--- src/rtl/mux_arb_nx1_if.sv ---
// Channel bundle for mux_arb_nx1: N flattened input channels in, one registered word out.
// The slave modport is the mux's view; master is the view of whatever drives it.
interface mux_arb_nx1_if #(
   parameter int WIDTH = 32,
   parameter int N     = 4
);
   localparam int SW = (N > 1) ? $clog2(N) : 1;

   logic [N*WIDTH-1:0] I;
   logic [N-1:0]       IV;
   logic [N-1:0]       IR;
   logic [SW-1:0]      S;
   logic [WIDTH-1:0]   Y;
   logic               YV;
   logic               YR;
   logic [SW-1:0]      G;

   modport master (
      output I, IV, S, YR,
      input  IR, Y, YV, G
   );

   modport slave (
      input  I, IV, S, YR,
      output IR, Y, YV, G
   );
endinterface

--- src/rtl/mux_arb_nx1.sv ---
// N:1 channel mux with a single registered output stage.
// MODE 0 selects by S; MODE 1 grants round-robin, starting after the last granted channel.
module mux_arb_nx1 #(
   parameter int WIDTH = 32,
   parameter int N     = 4,
   parameter int MODE  = 0
) (
   input  logic         CLK,
   input  logic         RSTn,
   mux_arb_nx1_if.slave bus
);
   localparam int          SW = (N > 1) ? $clog2(N) : 1;
   localparam int unsigned NU = N;

   typedef enum logic {
      ST_EMPTY = 1'b0,
      ST_FULL  = 1'b1
   } state_t;

   state_t           state_q, state_d;
   logic [WIDTH-1:0] y_q, y_d;
   logic [SW-1:0]    g_q, g_d;
   logic [SW-1:0]    ptr_q, ptr_d;

   logic [SW-1:0]    cand;
   logic             cand_vld;
   logic             cand_iv;
   logic [WIDTH-1:0] cand_data;
   logic [N-1:0]     ir_vec;
   logic             slot_open;
   logic             in_xfer;
   logic             out_xfer;

   assign slot_open = (state_q == ST_EMPTY) | bus.YR;
   assign out_xfer  = (state_q == ST_FULL) & bus.YR;

   always_comb begin : cand_sel
      logic           found;
      int unsigned    idx;
      logic [SW-1:0]  idx_s;
      cand     = '0;
      cand_vld = 1'b0;
      found    = 1'b0;
      idx      = 0;
      idx_s    = '0;
      if (MODE == 0) begin
         cand     = bus.S;
         cand_vld = (32'(bus.S) < NU);
      end else begin
         // Search (ptr+1) mod N upward with wrap; first valid channel wins.
         for (int unsigned off = 1; off <= NU; off++) begin
            idx = 32'(ptr_q) + off;
            if (idx >= NU) idx = idx - NU;
            idx_s = SW'(idx);
            if (!found && bus.IV[idx_s]) begin
               found = 1'b1;
               cand  = idx_s;
            end
         end
         cand_vld = found;
      end
   end

   always_comb begin : cand_mux
      cand_data = '0;
      cand_iv   = 1'b0;
      ir_vec    = '0;
      for (int unsigned k = 0; k < NU; k++) begin
         if (cand == SW'(k)) begin
            cand_data = bus.I[k*WIDTH +: WIDTH];
            cand_iv   = bus.IV[k];
            ir_vec[k] = slot_open & cand_vld;
         end
      end
   end

   assign in_xfer = cand_vld & cand_iv & slot_open;

   always_comb begin : next_state
      state_d = state_q;
      y_d     = y_q;
      g_d     = g_q;
      ptr_d   = ptr_q;
      if (in_xfer) begin
         state_d = ST_FULL;
         y_d     = cand_data;
         g_d     = cand;
         if (MODE == 1) ptr_d = cand;
      end else if (out_xfer) begin
         state_d = ST_EMPTY;
      end
   end

   always_ff @(posedge CLK or negedge RSTn) begin
      if (!RSTn) begin
         state_q <= ST_EMPTY;
         y_q     <= '0;
         g_q     <= '0;
         ptr_q   <= SW'(N - 1);
      end else begin
         state_q <= state_d;
         y_q     <= y_d;
         g_q     <= g_d;
         ptr_q   <= ptr_d;
      end
   end

   assign bus.Y  = y_q;
   assign bus.YV = (state_q == ST_FULL);
   assign bus.G  = g_q;
   assign bus.IR = ir_vec;
endmodule

--- src/flat_wrapper.sv ---
// flat-port wrapper written by rule: the top's interface ports become plain ports
module mux_arb_nx1_flat 
#(
   parameter int WIDTH = 32,
   parameter int N     = 4,
   parameter int MODE  = 0
)
  (CLK, RSTn, bus_I, bus_IV, bus_S, bus_YR, bus_IR, bus_Y, bus_YV, bus_G);
  mux_arb_nx1_if #(.WIDTH(WIDTH), .N(N)) bus_i ();
  input  logic CLK;
  input  logic RSTn;
  input wire logic [$bits(bus_i.I)-1:0] bus_I;
  input wire logic [$bits(bus_i.IV)-1:0] bus_IV;
  input wire logic [$bits(bus_i.S)-1:0] bus_S;
  input wire logic [$bits(bus_i.YR)-1:0] bus_YR;
  output wire logic [$bits(bus_i.IR)-1:0] bus_IR;
  output wire logic [$bits(bus_i.Y)-1:0] bus_Y;
  output wire logic [$bits(bus_i.YV)-1:0] bus_YV;
  output wire logic [$bits(bus_i.G)-1:0] bus_G;
  assign bus_i.I = bus_I;
  assign bus_i.IV = bus_IV;
  assign bus_i.S = bus_S;
  assign bus_i.YR = bus_YR;
  assign bus_IR = bus_i.IR;
  assign bus_Y = bus_i.Y;
  assign bus_YV = bus_i.YV;
  assign bus_G = bus_i.G;
  mux_arb_nx1 #(.WIDTH(WIDTH), .N(N), .MODE(MODE)) u_core (.CLK(CLK), .RSTn(RSTn), .bus(bus_i));
endmodule
--- config.mk ---
export PLATFORM = sky130hd
export DESIGN_NAME = mux_arb_nx1_flat
export DESIGN_NICKNAME = d
export VERILOG_FILES = /design/src/rtl/mux_arb_nx1_if.sv /design/src/rtl/mux_arb_nx1.sv /design/src/flat_wrapper.sv
export SDC_FILE = /design/constraint.sdc
export NUM_CORES = 1
export LEC_CHECK = 0
export CAP_MARGIN = 20
export CORE_MARGIN = 5
export CORE_UTILIZATION = 34
export CTS_CLUSTER_DIAMETER = 150
export DETAILED_ROUTE_END_ITERATION = 12
export PLACE_DENSITY = 0.81
export SETUP_SLACK_MARGIN = 0.02
export SYNTH_ARGS = -nofsm -noshare
export SYNTH_HDL_FRONTEND = slang
export SYNTH_SLANG_ARGS = --single-unit
--- constraint.sdc ---
create_clock -name CLK -period 2.08 [get_ports CLK]
set_clock_uncertainty 0.1 [all_clocks]
set_input_delay 0.208 -clock CLK [delete_from_list [all_inputs] [get_ports CLK]]
set_output_delay 0.208 -clock CLK [all_outputs]
set_load 0.01 [all_outputs]
==> results of run 1 <==
[final cells by class]
type | instances | area, sq um | share of cell area (%)
inverter | 1 | 3.75 | 0.0884
clock inverter | 1 | 5.00 | 0.118
timing repair buffer | 182 | 1840 | 43.4
multi-input combinational | 80 | 1340 | 31.6
tap | 80 | 100 | 2.36
clock buffer | 7 | 76.3 | 1.80
sequential | 35 | 876 | 20.6
[through the flow]
stage	power, W	hold WS (ns)	setup slack (ns)
final	0.00268	0.330	0.0998
after global routing	0.00284	0.374	0.0517
after CTS	0.00273	0.320	0.0798
after detailed placement	0.00225	0.233	-0.0126
after global placement	0.00222	0.222	0.0770
after floorplan	0.00152	-0.188	0.334
[cells by family (layout without fill, tap and decap cells)]
family | after synthesis | after routing | synth area share [%]
buffers and inverters | 13 | 191 | 4.98
DFF | 35 | 35 | 37.5
muxes | 67 | 67 | 53.9
AOI/OAI and AO/OA | 3 | 3 | 1.02
and+or+nand+nor | 10 | 10 | 2.57
[layer usage]
metal / wire length (um) / global-route usage [%] / vias to the layer above / part of all wire [%]
met3: 680 / 5.77 / 8 / 9.8
met4: 120 / 5.13 / 0 / 1.7
li1: - / - / 878 / -
met5: 0 / 0 / - / 0
met2: 3640 / 29.4 / 107 / 52
met1: 2530 / 17.9 / 916 / 36
[critical path, cell delays in order, from the launching register on]
cell,delay [ns]
dfrtp_1,0.40
nor2b_1,0.19
nor3b_1,0.22
clkdlybuf4s50_1,0.59
[worst paths after layout]
path | startpoint | end | slack (ns)
max | u_core.bus.YV | bus_IR[2] | 0.1
min | bus_S[1] | u_core.bus.YV | 0.33
max reg2reg | u_core.bus.YV | u_core.bus.Y[12] | 0.23
min reg2reg | u_core.bus.Y[11] | u_core.bus.Y[11] | 0.41
max in group asynchronous | RSTn | u_core.bus.Y[12] | 0.95
min in group asynchronous | RSTn | u_core.bus.Y[25] | 0.44
[flip-flops by register name (all words and copies together), names as in the netlist]
register / cells
u_core.bus.Y: 32
u_core.bus.G: 2
u_core.bus.YV: 1
[synth_stat cells, drive strengths merged]
library cell	count
dfrtp	35
mux2	33
mux4	32
buf	12
mux2i	2
nand2	2
nand2b	2
nor3	2
a21o	1
and3	1
inv	1
nor2	1
nor2b	1
nor3b	1
o21ba	1
o22ai	1
[report_power, final]
group	switching [W]	internal, W	total [W]	leakage [nW]
clock	0.000230	0.000235	0.000465	0.0422
combinational	0.000369	0.000882	0.00125	1.30
sequential	0.000106	0.000860	0.000966	0.408
total	0.000706	0.00198	0.00268	1.75
==> results.yml, run 1 <==
floorplanning:
  ioPinCount: 176
  core-area_sq_um: 6760
  fp.dieW_um: 92.9
  die_area_sq_um: 8620
  rows: 30
  start_util_pct: 34.6
  die_y_um: 92.9
final_layout:
  layout_common_cells: "clkdlybuf4s50_1 (172), dfrtp_1 (35), mux2_4 (30), mux4_2 (23), mux4_1 (9)"
  fillers: 552
  layout_commonest_cell: "clkdlybuf4s50_1"
  fin_util_pct: 62.8
  postLayoutCellArea_sq_um: 4250
  nNetsFinal: 442
  syn_to_final_growth_pct: 81.8
  num_antenna_cells: 0
  drive_gt1_share_pct: 23.2
  instances_no_fill: 386
logic_synthesis:
  yosysTopAreaCellShare_pct: 37.5
  syn_area_per_cell_sq_um: 18.2
  synth.largest_area_cell: "dfrtp_1"
  synth_nets: 265
  syn_inst: 128
  synth.ff_latch_count: 35
  synthTopCellsByArea: "dfrtp_1 (38%), mux4_2 (22%), mux2_4 (19%)"
  seq_area_frac_synth_pct: 37.5
  synth_area_sq_um: 2330
  ys_warn_count: 0
  synth_cell_types: 22
clock_network:
  cts_max_level: 2
  clkTransAtPathRegs_ns: 0.07
  cts_setup_buffers: 0
  cts.repair.resized: 0
  cts_buffers: 5
  numClockSinks: 35
  clk_latency_ns: 0.28
  ctsLongestPathBuffers: 2
  cts-root-buf: "clkbuf_8"
  hold_buffers: 1
  cts_tree: "built"
drt:
  vias_per_cell: 4.95
  drtIter0Drc: 49
  postRouteAntennaNets: 0
  avgRoutedWirePerCell_um: 18.1
  wl_um: 6970
  drc_errors: 0
  vias: 1909
  drt_first_pass_iters: 5
critical_path:
  required_ns: 1.77
  worstPathMaxFanout: 4
  rr_worst_depth: 5
  critPathCaptureType: "output port"
  worstSetupStartpointType: "register"
  crit_arrival_ns: 1.67
  criticalPathCategory: "reg2out"
timing:
  fin_crit_sh_pct: 95.2
  slew_violations: 0
  fin_crit_ns: 1.98
  finalSetupTns_ns: 0
  tightest_slew_ns: 0.768
  max_freq_mhz: 505
  finalHoldViolCount: 0
  setup_viol: 0
  rsz0062_at_grt: "no"
  max_slew_margin_pct: 48.8
global_routing:
  grt_usage_pct: 16.3
  grt_max_degree: 36
  grt_overflow: 0
  antenna_found_initial: 0
  grt_pass1_wl_um: 11000
  grt_pass1_vias: 2192
place:
  place_area_sq_um: 4150
  portBuffers: 175
  dp_hpwl_um: 5790
  gp_congestion: 0.864
  place_inst: 377
worst_hold_path:
  hold_class: "in2reg"
  hold_path_depth: 4
power_and_ir_drop:
  ir_drop_uv: 257
  p_per_area_nw_per_um2: 632
  leakage_nw: 1.75
job:
  maxCapViolations: 0
outcome:
  outcome: "finished, final reports clean"
No activity file was read; power rests on OpenSTA's default activity.
==> run 2: changes to the inputs <==
--- a/config.mk
+++ b/config.mk
@@ -6,7 +6,7 @@
 export NUM_CORES = 1
 export LEC_CHECK = 0
 export CAP_MARGIN = 20
-export CORE_MARGIN = 5
+export CORE_MARGIN = 4
 export CORE_UTILIZATION = 34
 export CTS_CLUSTER_DIAMETER = 150
 export DETAILED_ROUTE_END_ITERATION = 12
==> run 2 against run 1 <==
Total power decreased by 0.52%. Die area fell by 4.3%. Clock-buffer cell count stayed put. Design area shrank 0.38%. Utilization rose by 2.3 points. Critical path depth stayed put. Register-to-register slack better by 0.04 ns. Clock power down 2%. Global-route usage grew 0.16 points. Sequential share of layout area increased by 0.079 points. Worst setup slack improved by 0.066 ns.
==> results.yml, run 2 (synthesized netlist as in run 1, its figures left out) <==
timing:
  setup_viol: 0
  rsz0062_at_grt: "no"
  fin_crit_ns: 1.91
  max_freq_mhz: 522
  slew_violations: 0
  max_slew_margin_pct: 48.1
  tightest_slew_ns: 0.778
  fin_crit_sh_pct: 92.0
  finalSetupTns_ns: 0
  finalHoldViolCount: 0
critical_path:
  critPathCaptureType: "output port"
  rr_worst_depth: 5
  cp_cell_sequence: "nor2b_1, nor3b_1, clkdlybuf4s50_1"
  reg2reg_to: "u_core.bus.Y[3]"
  critPathTopFamily: "buffers and inverters"
  ff2ff_setup_slack_ns: 0.27
  max_stage_delay_ns: 0.57
  worstSetupStartpointType: "register"
  crit_arrival_ns: 1.61
  worstPathMaxFanout: 4
  crit_slowest_cell: "clkdlybuf4s50_1"
  worst-path-buf-inv: 1
  criticalPathCategory: "reg2out"
  required_ns: 1.77
  worstReg2RegStart: "u_core.bus.YV"
place:
  gp_congestion: 0.724
  dp_hpwl_um: 5750
  portBuffers: 175
clock_network:
  cts_buffers: 5
  cts-root-buf: "clkbuf_8"
  cts_max_level: 2
  clk_latency_ns: 0.27
  clkTransAtPathRegs_ns: 0.06
  cts_tree: "built"
  numClockSinks: 35
  cts.repair.resized: 0
  cts_setup_buffers: 0
  ctsLongestPathBuffers: 2
final_layout:
  drive_gt1_share_pct: 23.2
  largest_reg_flops: 32
  layout_common_cells: "clkdlybuf4s50_1 (172), dfrtp_1 (35), mux2_4 (30), mux4_2 (23), mux4_1 (9)"
  fin_util_pct: 65.1
  fillers: 499
  layout_commonest_cell: "clkdlybuf4s50_1"
  nNetsFinal: 442
  num_antenna_cells: 0
  syn_to_final_growth_pct: 81.1
floorplanning:
  die_area_sq_um: 8260
  start_util_pct: 35.9
  fp.dieW_um: 90.9
  core-area_sq_um: 6490
  ioPinCount: 176
  die_y_um: 90.9
  rows: 29
drt:
  vias: 1904
  drc_errors: 0
  postRouteAntennaNets: 0
  drt_first_pass_iters: 4
  vias_per_cell: 4.97
  avgRoutedWirePerCell_um: 18.2
  drtIter0Drc: 30
  wl_um: 6960
outcome:
  outcome: "finished, final reports clean"
power_and_ir_drop:
  p_seq_share_pct: 36.1
  leakage_nw: 1.75
  p_switching_w: 0.000694
  power_frac_clock_pct: 17.2
  p_per_area_nw_per_um2: 631
  swShare_pct: 26.0
  p_int_w: 0.00197
  combPwrFrac_pct: 46.7
  ir_drop_uv: 271
global_routing:
  grt_overflow: 0
  grt_pass1_vias: 2108
  antenna_found_initial: 0
  grt_usage_pct: 16.5
  grt_pass1_wl_um: 10700
  grt_max_degree: 36
job:
  maxCapViolations: 0
worst_hold_path:
  hold_end: "u_core.bus.G[0]"
  hp-start: "bus_S[1]"
  hold_class: "in2reg"
  hold_path_depth: 3
run 2: how the worst max path moves through the flow:
stage,slack [ns],depth (start not counted),startpoint,to
after detailed placement,0.04,6,bus_YR,u_core.bus.Y[12]
after global routing,0.06,3,u_core.bus.YV,bus_IR[2]
after floorplan,0.33,6,u_core.bus.YV,u_core.bus.G[1]
after CTS,0.15,3,u_core.bus.YV,bus_IR[2]
final,0.17,3,u_core.bus.YV,bus_IR[2]
after global placement,0.09,6,bus_YR,u_core.bus.Y[4]
run 2: worst min-delay path, stage by stage:
cell	delay [ns]
buf_2	0.13
mux2i_1	0.12
o22ai_1	0.15
run 2: what timing repair did:
item	in CTS	in global routing
hold buffers	1	0
setup endpoints to repair	0	0
endpoints found under the hold margin	35	0
run 2: through the flow:
stage / cell area [sq um] / total power [W] / instances / hold WS (ns) / worst slack, ns
floorplan: 2330 / 0.00152 / 128 / -0.188 / 0.334
global placement: 4140 / 0.00221 / 374 / 0.227 / 0.0869
detailed placement: 4140 / 0.00223 / 374 / 0.239 / 0.0397
CTS: 4230 / 0.00271 / 383 / 0.274 / 0.152
global route: 4230 / 0.00282 / 383 / 0.322 / 0.0634
finish: 4230 / 0.00267 / 383 / 0.280 / 0.166
run 2: cell type report:
cell class	count	area, sq um	share of cell area [%]
repair buffers	182	1830	43.3
multi-input cells	80	1340	31.7
flip-flops and latches	35	876	20.7
well taps	77	96.3	2.28
clock buffers	7	76.3	1.80
clock inverters	1	5.00	0.118
inverters	1	3.75	0.0888
run 2: layer usage:
layer / global-route usage, % / vias up / share of wire (%)
li1: - / 875 / -
met1: 17.7 / 929 / 37
met2: 30.9 / 94 / 54
met3: 6.17 / 6 / 8.7
met4: 3.27 / 0 / 0.86
met5: 0 / - / 0
run 2: power groups by stage:
stage	sequential [W]	combinational, W	clock, W
6_report	0.000963	0.00125	0.000458
5_1_grt	0.000985	0.00132	0.000513
4_1_cts	0.000965	0.00127	0.000481
3_5_place_dp	0.000972	0.00126	0
3_3_place_gp	0.000969	0.00124	0
2_1_floorplan	0.00105	0.000468	0
